## src/rtl/qerv_trap_seq.sv

```systemverilog
// qerv_trap_seq: bit-serial CSR/trap pass sequencer; QERV_TRAP_SEQ_IRQ_EN enables the interrupt path
module qerv_trap_seq #(
  parameter int W = 1
) (
  input  logic       i_clk,
  input  logic       i_rst,
  input  logic       i_req,
  input  logic [2:0] i_req_type,
  input  logic       i_new_irq,
  output logic       o_ack,
  output logic       o_irq_taken,
  output logic       o_busy,
  output logic       o_init,
  output logic       o_en,
  output logic       o_cnt0to3,
  output logic       o_cnt3,
  output logic       o_cnt7,
  output logic       o_cnt_done,
  output logic       o_trap,
  output logic       o_mret,
  output logic       o_e_op,
  output logic       o_ebreak,
  output logic       o_mem_op,
  output logic       o_mem_cmd
);
  localparam logic [1:0] IDLE = 2'd0;
  localparam logic [1:0] INIT = 2'd1;
  localparam logic [1:0] RUN  = 2'd2;
  localparam logic [1:0] TRAP = 2'd3;
  localparam logic [4:0] STEP = 5'(W);
  localparam logic [4:0] LAST = 5'(32 - W);
  logic [1:0] state, state_n;
  logic [4:0] cnt;
  logic [2:0] typ;
  logic       is_irq, ack7, irq_pend, idle, req_v, exc, csr, mret_req, done, cause;
  assign idle     = state == IDLE;
  assign req_v    = idle && i_req && !ack7;
  assign exc      = req_v && i_req_type >= 3'd1 && i_req_type <= 3'd5;
  assign csr      = req_v && i_req_type == 3'd0;
  assign mret_req = req_v && i_req_type == 3'd6;
  assign done     = !idle && cnt == LAST;
`ifdef QERV_TRAP_SEQ_IRQ_EN
  // Interrupt flag: latched outside trap passes, consumed when its trap pass ends
  always_ff @(posedge i_clk or posedge i_rst)
    if (i_rst) irq_pend <= 1'b0;
    else if (o_irq_taken) irq_pend <= 1'b0;
    else if (i_new_irq && state != TRAP) irq_pend <= 1'b1;
`else
  logic unused_new_irq;
  assign unused_new_irq = i_new_irq;
  assign irq_pend       = 1'b0;
`endif
  // Next state: arbitration while idle, pass chaining otherwise
  always_comb
    state_n = idle ? (exc || irq_pend ? TRAP : csr ? INIT : mret_req ? RUN : IDLE)
            : !done ? state : state == INIT ? RUN : IDLE;
  // State, bit counter, reserved-type ack and request latch
  always_ff @(posedge i_clk or posedge i_rst)
    if (i_rst) begin
      state  <= IDLE;
      cnt    <= 5'd0;
      typ    <= 3'd0;
      is_irq <= 1'b0;
      ack7   <= 1'b0;
    end else begin
      state <= state_n;
      cnt   <= idle ? 5'd0 : cnt + STEP;
      ack7  <= req_v && i_req_type == 3'd7 && !irq_pend;
      if (idle) begin
        typ    <= i_req_type;
        is_irq <= irq_pend && !exc;
      end
    end
  assign cause       = o_trap && !is_irq;
  assign o_busy      = !idle;
  assign o_init      = state == INIT;
  assign o_en        = state == RUN || state == TRAP;
  assign o_trap      = state == TRAP;
  assign o_mret      = state == RUN && typ == 3'd6;
  assign o_e_op      = cause && (typ == 3'd1 || typ == 3'd2);
  assign o_ebreak    = cause && typ == 3'd2;
  assign o_mem_op    = cause && (typ == 3'd3 || typ == 3'd4);
  assign o_mem_cmd   = cause && typ == 3'd4;
  assign o_cnt0to3   = o_busy && (W == 1 ? cnt < 5'd4 : cnt == 5'd0);
  assign o_cnt3      = o_busy && (W == 1 ? cnt == 5'd3 : cnt == 5'd0);
  assign o_cnt7      = o_busy && (W == 1 ? cnt == 5'd7 : cnt == 5'd4);
  assign o_cnt_done  = done;
  assign o_ack       = ack7 || (done && (state == RUN || cause));
  assign o_irq_taken = done && o_trap && is_irq;
endmodule

```

## config.mk

```make
export PLATFORM = sky130hd
export DESIGN_NAME = qerv_trap_seq
export DESIGN_NICKNAME = d
export VERILOG_FILES = /design/src/rtl/qerv_trap_seq.sv
export SDC_FILE = /design/constraint.sdc
export NUM_CORES = 1
export LEC_CHECK = 0
export CORE_MARGIN = 2
export CORE_UTILIZATION = 42
export CTS_CLUSTER_SIZE = 20
export DETAILED_ROUTE_END_ITERATION = 10
export PLACE_DENSITY = 0.83
export SKIP_CTS_REPAIR_TIMING = 1
export SYNTH_ARGS = -nofsm -noshare
export SYNTH_HDL_FRONTEND = slang
export SYNTH_SLANG_ARGS = --single-unit
```

## constraint.sdc

```tcl
create_clock -name i_clk -period 1.43 [get_ports i_clk]
set_input_delay 0.143 -clock i_clk [delete_from_list [all_inputs] [get_ports i_clk]]
set_output_delay 0.143 -clock i_clk [all_outputs]
set_load 0.01 [all_outputs]
```

==> results.py <==
metrics = {
    "worst_hold_path": {
        "min_path_type": "input port to async pin",
    },
    "floorplanning": {
        "io_pins": 22,
        "start_util": 0.458,
        "dieWidth_um": 42.1,
        "die_area_um2": 1770,
        "rows": 13,
        "core-area_um2": 1330,
        "die_h_um": 42.1,
    },
    "worst_setup_path": {
        "critPathKind": "flip-flop to primary output",
        "cp_max_fo": 3,
        "path_cells": "buf_4 > and3_4 > ha_4 > a21o_1 > clkbuf_2",
        "worst_path_largest_cell_delay_ns": 0.43,
        "cp-start-kind": "flip-flop",
        "crit_required_ns": 1.29,
        "rrSetupSlack_ns": 0,
        "rr_worst_depth": 6,
        "rr_endpoint": "state[1]",
        "critPathCaptureType": "primary output",
        "arrival_ns": 1.46,
        "rr_startpoint": "cnt[3]",
        "critPathSlowestCell": "dfrtp_2",
    },
    "timing": {
        "hold_viol_final": 0,
        "period_minus_slack_ns": 1.61,
        "clock.fmax_mhz": 623,
        "hold_ws_ns": 0.146,
        "setup_viol": 6,
        "post-route-period-util": 1.12,
        "rsz0062_at_grt": "true",
        "skew_ns": 0.00257,
        "setup_slack_ns": -0.176,
        "slew_violations": 0,
    },
    "drt": {
        "first_pass_iters": 4,
        "via_count": 604,
        "route.detailed.drc": 0,
        "drt_wl_total_mm": 1.72,
        "drt-initial-drc-count": 8,
        "wl_per_cell_um": 14.4,
        "antenna_left": 0,
        "via_per_inst": 5.08,
    },
    "clock_tree": {
        "clock_latency_ns": 0.28,
        "cts.sinks": 11,
        "cts-root-buf": "clkbuf_4",
        "clk_pin_slew_ns": 0.07,
        "cts_buffer_depth": 2,
        "cts_tree": "built",
        "htreeDepth": 1,
        "cts_made_buffers": 3,
    },
    "pwr": {
        "finalPower_mw": 2.03,
        "total_leakage_power_nw": 0.583,
        "vdd_drop_max_v": 0.00137,
        "power_density_nw_per_um2": 1910,
    },
    "synthesis": {
        "ys.flop_type": "dfrtp_1",
        "synthesis.nets": 69,
        "avgSynthCellArea_um2": 10.2,
        "ys_ff_latch": 11,
        "synth_area_leaders": "dfrtp_1 (45%), mux2_4 (7.4%), and2_1 (5.1%)",
        "synth_warnings": 0,
        "netlist_area_um2": 611,
        "async_flop_share": 1.00,
        "ys_seq_area_frac": 0.451,
        "synth_top_area_frac": 0.451,
        "yosys-top-cells-count": "dfrtp_1 (11), and2_1 (5), nor2_1 (5)",
        "synth_area_leader_cell": "dfrtp_1",
        "synth_edf_count": 0,
        "postSynthCellCount": 60,
        "synth_most_common_cell": "dfrtp_1",
        "yosysUniqueCellTypes": 29,
    },
    "cells_and_area": {
        "final_util": 0.799,
        "layout-drive-gt1-share": 0.481,
        "area_delta_synth_final_pct": 74.6,
        "fin_nets": 114,
        "n_antenna_cell": 0,
    },
    "grt": {
        "grt_pass1_wl_mm": 2.46,
        "first_global_vias": 555,
        "grt_max_degree": 12,
        "grt_usage": 0.185,
        "antenna_found_initial": 0,
        "overflow": 0,
    },
    "placement": {
        "gp_congestion": 0.815,
        "post-place-ws_ns": -0.293,
        "numPortBuffers": 19,
        "dp_hpwl_mm": 1.15,
    },
    "outcome": {
        "outcome": "finished, violations left",
        "violations": "negative setup slack",
    },
    "job": {
        "cap_violations": 0,
    },
}
cells in the final DEF, fill, tap and decap left out, drive strengths merged:
master and instances:
nand2 3, nor2b 3, ha 2, a21oi 1, nor2 6, and4 1
nand3b 1, xor2 1, a21o 1, conb 1, dfrtp 11, mux2 3
xnor2 2, o21ai 1, clkbuf 6, and3 1, mux2i 1, clkdlybuf4s50 5
o22ai 1, buf 29, and2 5, nor4b 1, nand2b 1, nor3 2
dlymetal6s2s 6, nand3 3, inv 4, nor4 2
stage by stage:
step	instances	TNS (ns)	cell area (um^2)
CTS	112	-5.21	955
global placement	108	-0.952	928
global route	119	-1.07	1070
floorplan	60	0	611
finish	119	-0.612	1070
detailed placement	108	-1.24	928
registers in the layout, indices dropped and copies added (netlist names):
register	count
ack7	1
typ	3
cnt	5
state	2
where the power goes:
part           internal (mW)  switching, mW
Clock                  0.109          0.115
Sequential             0.452          0.167
Combinational          0.736          0.453
final cells by class:
type                       count  area [um^2]
timing repair buffer          42          374
multi-input combinational     43          349
sequential                    11          280
fill                          83          268
clock buffer                   4         26.3
tap                           15         18.8
inverter                       4         17.5
cell families after synthesis:
kind of cell / count (synthesis) / share of synthesized area
flops: 11 / 0.451
simple gates: 29 / 0.283
mux: 4 / 0.0902
fa+ha+maj: 2 / 0.0410
buf+inv: 6 / 0.0471
xor+xnor: 3 / 0.0430
compound gates: 4 / 0.0389
other cells: 1 / 0.00614
worst max-delay path: cells and delay by family (launching register included):
family	cells	cell delay (ns)
AO/OA/AOI/OAI	1	0.15
adder cells (fa/ha/maj)	1	0.15
buffers and inverters	2	0.27
flip-flops	1	0.43
AND/OR/NAND/NOR	1	0.17
routing by layer:
metal / GRT usage / vias up / routed length (um)
met2: 0.300 / 23 / 851
met4: 0.131 / 0 / 81
met5: 0 / - / 0
met3: 0.0129 / 9 / 80
met1: 0.230 / 277 / 705
li1: - / 295 / -
worst max-delay path by stage:
stage,startpoint,endpoint,slack (ns),cells after the start
after floorplan,cnt[0],o_ack,0.1,4
after global placement,cnt[0],o_ack,-0.27,5
after detailed placement,cnt[0],o_ack,-0.29,5
after CTS,cnt[0],o_ack,-0.60,5
after global routing,cnt[1],o_cnt7,-0.23,5
final,cnt[3],o_ack,-0.18,5
Note: power is estimated with default switching activity, not from simulation.
